[src/rtl/mc_control_fsm.sv]
// Multi-cycle MIPS control unit: a 12-state sequencer that latches the opcode in DECODE
// and decodes datapath controls combinationally from the current state.
module mc_control_fsm #(
   parameter logic [5:0] OP_R    = 6'b000000,
   parameter logic [5:0] OP_LW   = 6'b100011,
   parameter logic [5:0] OP_SW   = 6'b101011,
   parameter logic [5:0] OP_BEQ  = 6'b000100,
   parameter logic [5:0] OP_J    = 6'b000010,
   parameter logic [5:0] OP_ADDI = 6'b001000,
   parameter logic [5:0] OP_SLTI = 6'b001010
) (
   input  logic       clk,
   input  logic       reset,
   input  logic [5:0] opcode,
   input  logic       jr_control,
   output logic       PCWrite,
   output logic       PCWriteCond,
   output logic       IorD,
   output logic       MemRead,
   output logic       MemWrite,
   output logic       MemtoReg,
   output logic       IRWrite,
   output logic       ALUSrcA,
   output logic       RegWrite,
   output logic       RegDst,
   output logic       ALUOp1,
   output logic       ALUOp0,
   output logic [1:0] ALUSrcB,
   output logic [1:0] PCSource,
   output logic [3:0] state,
   output logic       instr_done
);

   typedef enum logic [3:0] {
      S_FETCH  = 4'd0,  S_DECODE = 4'd1,  S_MEMADR = 4'd2,  S_MEMRD = 4'd3,
      S_MEMWB  = 4'd4,  S_MEMWR  = 4'd5,  S_EXEC   = 4'd6,  S_RWB   = 4'd7,
      S_BRANCH = 4'd8,  S_JUMP   = 4'd9,  S_IMMEX  = 4'd10, S_IMMWB = 4'd11
   } state_t;

   state_t     state_q, state_d, dec_st;
   logic [5:0] op_q;
   logic [1:0] alu_op;
   logic       op_legal;

   assign op_legal = opcode inside {OP_R, OP_LW, OP_SW, OP_BEQ, OP_J, OP_ADDI, OP_SLTI};

   always_comb begin
      state_d = S_FETCH;
      case (state_q)
         S_FETCH:  state_d = S_DECODE;
         S_DECODE: begin
            if (opcode == OP_LW || opcode == OP_SW)          state_d = S_MEMADR;
            else if (opcode == OP_R)                         state_d = S_EXEC;
            else if (opcode == OP_BEQ)                       state_d = S_BRANCH;
            else if (opcode == OP_J)                         state_d = S_JUMP;
            else if (opcode == OP_ADDI || opcode == OP_SLTI) state_d = S_IMMEX;
            else                                             state_d = S_FETCH;
         end
         S_MEMADR: state_d = (op_q == OP_LW) ? S_MEMRD : S_MEMWR;
         S_MEMRD:  state_d = S_MEMWB;
         S_EXEC:   state_d = jr_control ? S_FETCH : S_RWB;
         S_IMMEX:  state_d = S_IMMWB;
         default:  state_d = S_FETCH;
      endcase
   end

   always_ff @(posedge clk) begin
      if (reset) begin
         state_q <= S_FETCH;
         op_q    <= 6'b000000;
      end else begin
         state_q <= state_d;
         if (state_q == S_DECODE) op_q <= opcode;
      end
   end

   // Under reset the non-enable controls show their FETCH values; enables are cleared below.
   assign dec_st = reset ? S_FETCH : state_q;

   always_comb begin
      PCWrite = 1'b0; PCWriteCond = 1'b0; IorD = 1'b0; MemRead = 1'b0;
      MemWrite = 1'b0; MemtoReg = 1'b0; IRWrite = 1'b0; ALUSrcA = 1'b0;
      RegWrite = 1'b0; RegDst = 1'b0; alu_op = 2'b00; ALUSrcB = 2'd0;
      PCSource = 2'd0; instr_done = 1'b0;
      case (dec_st)
         S_FETCH: begin
            MemRead = 1'b1; IRWrite = 1'b1; PCWrite = 1'b1; ALUSrcB = 2'd1;
         end
         S_DECODE: begin
            ALUSrcB    = 2'd3;
            instr_done = !op_legal;
         end
         S_MEMADR: begin
            ALUSrcA = 1'b1; ALUSrcB = 2'd2;
         end
         S_MEMRD: begin
            MemRead = 1'b1; IorD = 1'b1;
         end
         S_MEMWB: begin
            RegWrite = 1'b1; MemtoReg = 1'b1; instr_done = 1'b1;
         end
         S_MEMWR: begin
            MemWrite = 1'b1; IorD = 1'b1; instr_done = 1'b1;
         end
         S_EXEC: begin
            ALUSrcA = 1'b1; alu_op = 2'b10;
            if (jr_control) begin
               PCWrite = 1'b1; PCSource = 2'd3; instr_done = 1'b1;
            end
         end
         S_RWB: begin
            RegWrite = 1'b1; RegDst = 1'b1; instr_done = 1'b1;
         end
         S_BRANCH: begin
            ALUSrcA = 1'b1; alu_op = 2'b01; PCWriteCond = 1'b1;
            PCSource = 2'd1; instr_done = 1'b1;
         end
         S_JUMP: begin
            PCWrite = 1'b1; PCSource = 2'd2; instr_done = 1'b1;
         end
         S_IMMEX: begin
            ALUSrcA = 1'b1; ALUSrcB = 2'd2;
            alu_op  = (op_q == OP_SLTI) ? 2'b11 : 2'b00;
         end
         S_IMMWB: begin
            RegWrite = 1'b1; instr_done = 1'b1;
         end
         default: ;
      endcase
      if (reset) begin
         PCWrite = 1'b0; PCWriteCond = 1'b0; MemRead = 1'b0; MemWrite = 1'b0;
         IRWrite = 1'b0; RegWrite = 1'b0; instr_done = 1'b0;
      end
   end

   assign ALUOp1 = alu_op[1];
   assign ALUOp0 = alu_op[0];
   assign state  = state_q;

endmodule

[config.mk]
export PLATFORM = sky130hd
export DESIGN_NAME = mc_control_fsm
export DESIGN_NICKNAME = d
export VERILOG_FILES = /design/src/rtl/mc_control_fsm.sv
export SDC_FILE = /design/constraint.sdc
export NUM_CORES = 1
export LEC_CHECK = 0
export CELL_PAD_IN_SITES_DETAIL_PLACEMENT = 1
export CELL_PAD_IN_SITES_GLOBAL_PLACEMENT = 1
export CORE_MARGIN = 3
export CORE_UTILIZATION = 33
export CTS_CLUSTER_DIAMETER = 60
export DETAILED_ROUTE_END_ITERATION = 16
export GPL_TIMING_DRIVEN = 1
export PLACE_DENSITY_LB_ADDON = 0.2
export REMOVE_ABC_BUFFERS = 1
export SETUP_SLACK_MARGIN = 0.2
export SYNTH_ARGS = -nofsm -noshare
export SYNTH_HDL_FRONTEND = slang
export SYNTH_SLANG_ARGS = --single-unit
export TNS_END_PERCENT = 5
[constraint.sdc]
create_clock -name clk -period 2.35 [get_ports clk]
set_clock_uncertainty 0.05 [all_clocks]
set_input_delay 0.47 -clock clk [delete_from_list [all_inputs] [get_ports clk]]
set_output_delay 0.47 -clock clk [all_outputs]
set_load 0.03 [all_outputs]
==> impl_metrics.tcl, run 1 <==
set metrics [dict create \
    cp_slowest_cell "clkdlybuf4s50_1" \
    post-dp-hpwl_um 2330 \
    tns_ps 0 \
    power_leakage_nw 0.579 \
    power_density_mw_per_mm2 376 \
    setup_ws_ps 135 \
    gr-total-overflow 0 \
    p_total_uw 520 \
    hold_slack_ps 469 \
    relSlewSlack_pct 75.6 \
    synthXorXnorAreaFrac_pct 1.04 \
    regArea_um2 204 \
    synthArstFlopShare_pct 0 \
    gp_congestion 0.813 \
    synth-compound-area-share_pct 19.7 \
    fillerInstances 295 \
    antenna_found_initial 0 \
    grt_pass1_vias 1095 \
    required_ps 1830 \
    via_per_inst 5.36 \
    start_util_pct 36.4 \
    fmax_mhz 451 \
    cts.clk_slew.worst_paths_ps 70 \
    stdcell_count 199 \
    multi_input_area_um2 678 \
    crit_chain "clkdlybuf4s50_1 -> nor3_4 -> nand3_4 -> o311ai_4 -> a21oi_2 -> buf_6" \
    clock-root-buffer "clkbuf_4" \
    synth_edf_count 0 \
    r2r-start "state[2]" \
    setup_viol 0 \
    wl_um 3410 \
    rsz0062_at_grt "true" \
    grt_max_degree 20 \
    die_h_um 56.6 \
    wire_per_inst_um 17.1 \
    synth_seq_cells 10 \
    hold_path.class "reg2reg" \
    drive_gt1_share_pct 40.4 \
    syn_to_final_growth_pct 63.9 \
    synth_top_family_by_area "simple AND/OR/NAND/NOR gates" \
    max_stage_delay_ps 620 \
    final_antenna_net_count 0 \
    place_ws_ps -209 \
    nNetsFinal 181 \
    worstSetupPathType "in2out" \
    yosysWarnings 0 \
    synthMuxAreaShare_pct 7.11 \
    maxCapViolCount 0 \
    synthAdderAreaFrac_pct 0 \
    syn_area_um2 845 \
    yosys.area.top_type "dfxtp_1" \
    min-delay-start "op_q[2]" \
    diodes 0 \
    tightest_slew_ps 362 \
    cts_buffers 3 \
    synth_area_leaders "dfxtp_1, nor2_1, mux2i_1" \
    irDropWorstVdd_uv 402 \
    drt_pre_antenna_iters 4 \
    drcViolationCount 0 \
    rows 17 \
    layout_commonest_cell "buf_4" \
    syn-instance-count 120 \
    avgSynthCellArea_um2 7.04 \
    cts_buffer_depth 2 \
    finalMaxSlewViolations 0 \
    synth-simple-area-share_pct 42.5 \
    dieArea_mm2 0.00320 \
    crit_start "opcode[4]" \
    cts_max_level 1 \
    cts_tree "done" \
    post-route-period-util_pct 94.3 \
    start_kind "input port" \
    worst_skew_pair.late_latency_ps 270 \
    yosysTopAreaCellShare_pct 23.7 \
    outcome "finished clean" \
    crit_buf_inv 2 \
    track_usage_pct 20.5 \
    ctsHoldBuffers 0 \
    period_needed_ps 2220 \
    layout_common_cells "buf_4, nor2_1, nand2_1" \
    worstPathMaxFanout 3 \
    ys.flop_type "dfxtp_1" \
    hold_violations 0 \
    drt-initial-drc-count 11 \
    ys_types 35 \
    core_area_mm2 0.00232 \
    cp-end-kind "primary output" \
    io_buffer_count 29 \
    ys_seq_area_share_pct 23.7 \
    cts_num_sinks 10 \
    vias 1067 \
    crit_family "buffers and inverters" \
    grt_pass1_wl_um 5300 \
    die_w_um 56.6 \
    critPathArrivalTime_ps 1700 \
    io_pins 30 \
    dpl.cell_count 186 \
]
-- kinds of logic (layout without fill, tap and decap cells) --
logic type | Yosys count | after routing
AOI/OAI and AO/OA | 25 | 25
xor gates and xnor gates | 1 | 1
buffers and inverters | 9 | 60
DFF | 10 | 10
muxes | 6 | 6
and+or+nand+nor | 69 | 69
-- cells in the mapped netlist, types with 3 or more instances --
| master | count |
|---|---|
| nand3_1 | 6 |
| nor2_1 | 22 |
| o21ai_0 | 5 |
| mux2i_1 | 6 |
| nor2b_1 | 9 |
| dfxtp_1 | 10 |
| nand2_1 | 8 |
| nor4_1 | 3 |
| nand2b_1 | 4 |
| a21oi_1 | 8 |
| nor3_1 | 7 |
| buf_2 | 4 |
-- worst reg2reg max path, stage by stage, from the launching register on --
cell and delay [ps]:
dfxtp_2 410, or2_4 320, nor2_8 110, buf_4 190, mux2i_1 240, nor2_1 60
-- stage by stage --
stage	utilization, %	area [µm²]
floorplan	-	798
finish	59.7	1380
detailed placement	52.1	1210
global placement	52.1	1210
global route	59.7	1380
CTS	58.6	1360
-- sequential cells by signal, indices dropped and copies added (netlist names) --
| register | cells |
|---|---|
| op_q | 6 |
| state | 4 |
-- report_power, final --
part	switching (mW)	total, mW	internal, mW
sequential	0.0108	0.190	0.179
clock	0.0661	0.160	0.0941
combinational	0.0944	0.170	0.0761
total	0.171	0.520	0.349
-- final cells by class --
class | instances | share of cell area [%]
multi-input cells | 101 | 49.0
repair buffers | 55 | 30.8
flip-flops and latches | 10 | 14.7
clock buffers | 4 | 2.62
well taps | 28 | 2.53
inverters | 1 | 0.271
-- timing repair --
item | CTS | global route
endpoints found under the hold margin | 0 | 0
buffers inserted | 8 | 1
gates resized for setup | 22 | 16
endpoints found under the setup margin | 17 | 12
pin swaps | 9 | 3
-- layer usage --
metal	share of wire [%]	track usage, %	vias up
met5	0	0	-
met4	1.8	6.78	0
met3	3.5	1.84	6
met2	53	39.9	28
met1	42	22.7	504
li1	-	-	529
-- final timing paths --
kind                     end  slack [ps]  depth (start not counted)
hold / removal       op_q[2]         470                          2
setup / recovery  instr_done         130                          6
hold reg to reg      op_q[2]         470                          2
setup reg to reg     op_q[5]         870                          5
No activity file was read; power rests on OpenSTA's default activity.
==> inputs of run 2 (changes only) <==
--- a/config.mk
+++ b/config.mk
@@ -5,6 +5,7 @@
 export SDC_FILE = /design/constraint.sdc
 export NUM_CORES = 1
 export LEC_CHECK = 0
+export CAP_MARGIN = 25
 export CELL_PAD_IN_SITES_DETAIL_PLACEMENT = 1
 export CELL_PAD_IN_SITES_GLOBAL_PLACEMENT = 1
 export CORE_MARGIN = 3
==> results of run 2 <==
The final DEF is identical to that of run 1; final timing and power are the same.
==> RTL change (config.mk and constraints of run 1) <==
Put a register stage on the outputs `ALUOp1` and `ALUOp0`, with the module's reset. The values now appear one clock later. The other outputs are not delayed to match.
--- a/src/rtl/mc_control_fsm.sv
+++ b/src/rtl/mc_control_fsm.sv
@@ -135,4 +135,11 @@
 
-   assign ALUOp1 = alu_op[1];
-   assign ALUOp0 = alu_op[0];
+   always_ff @(posedge clk) begin
+      if (reset) begin
+         ALUOp1 <= '0;
+         ALUOp0 <= '0;
+      end else begin
+         ALUOp1 <= alu_op[1];
+         ALUOp0 <= alu_op[0];
+      end
+   end
    assign state  = state_q;
Function: changed (a bounded check fails within 4 cycles, from zero or initial values and one cycle with reset high).
==> RTL change against run 1 <==
Final area fell by 7.6%; hold slack got worse by 0.011 ns; register-to-register slack barely moved; total power rose by 3.0%; core utilization fell by 4.5 points; sequential cell count rose by 2; global-route usage fell by 2.3 points; combinational power fell by 21%; worst setup slack improved by 0.12 ns; routed wire length fell by 18%; area after synthesis rose by 0.15%.
==> RTL change: results <==
set metrics [dict create \
    seq-cell-share_pct 19.6 \
    gr-usage-met1_pct 21.3 \
    yosys-top-cells-count "13 x nor2_1, 12 x dfxtp_1, 11 x a21oi_1" \
    gp_congestion 0.786 \
    r2r_end "state[1]$_SDFF_PP0_" \
    nNetsFinal 159 \
    crit_path_max_incr_delay_ns 0.38 \
    startpoint "state[1]$_SDFF_PP0_" \
    grt_util_met2_pct 32.8 \
    max_slew_margin_pct 72.9 \
    grtUsageTotal_pct 18.2 \
    n_fill_cell 289 \
    buffer_area_share_pct 26.7 \
    inv_count 2 \
    wl_met3_um 151 \
    post_drt_wl_per_cell_um 15.8 \
    fin_area_um2 1280 \
    cts.sinks 12 \
    critPathMaxFanout 10 \
    post_cts_resized 11 \
    critical_path.slowest_cell "dfxtp_4" \
    wl_met1_mm 1.19 \
    multi_input_area_share_pct 47.6 \
    insertion_delay_ns 0.29 \
    outcome "finished, final reports clean" \
    multi_input_cells 92 \
    dp_hpwl_mm 2.15 \
    use_met3_pct 3.22 \
    post-place-ws_ns 0.0358 \
    holdPathEnd "op_q[1]$_SDFFE_PP0P_" \
]
==> RTL change: worst max-delay path, delay by kind of cell, from the launching register on <==
kind,cells,cell delay [ns]
simple gates,3,0.51
flops,1,0.38
compound gates,1,0.22
buf+inv,1,0.17
==> RTL change: power by group through the flow <==
stage | Clock [mW] | Combinational (mW) | Sequential [mW]
global placement | 0 | 0.129 | 0.227
detailed placement | 0 | 0.131 | 0.228
global route | 0.189 | 0.147 | 0.225
CTS | 0.179 | 0.134 | 0.224
finish | 0.178 | 0.135 | 0.223
floorplan | 0 | 0.0689 | 0.229
==> RTL change: logic make-up after synthesis <==
family                   after synthesis  share of synthesized area, %
multiplexers                           6                          7.10
buffers and inverters                  8                          4.44
AND/OR/NAND/NOR                       56                          37.9
adder cells (fa/ha/maj)                1                          1.18
XOR/XNOR                               2                          2.07
flip-flops                            12                          28.4
AO/OA/AOI/OAI                         27                          18.9
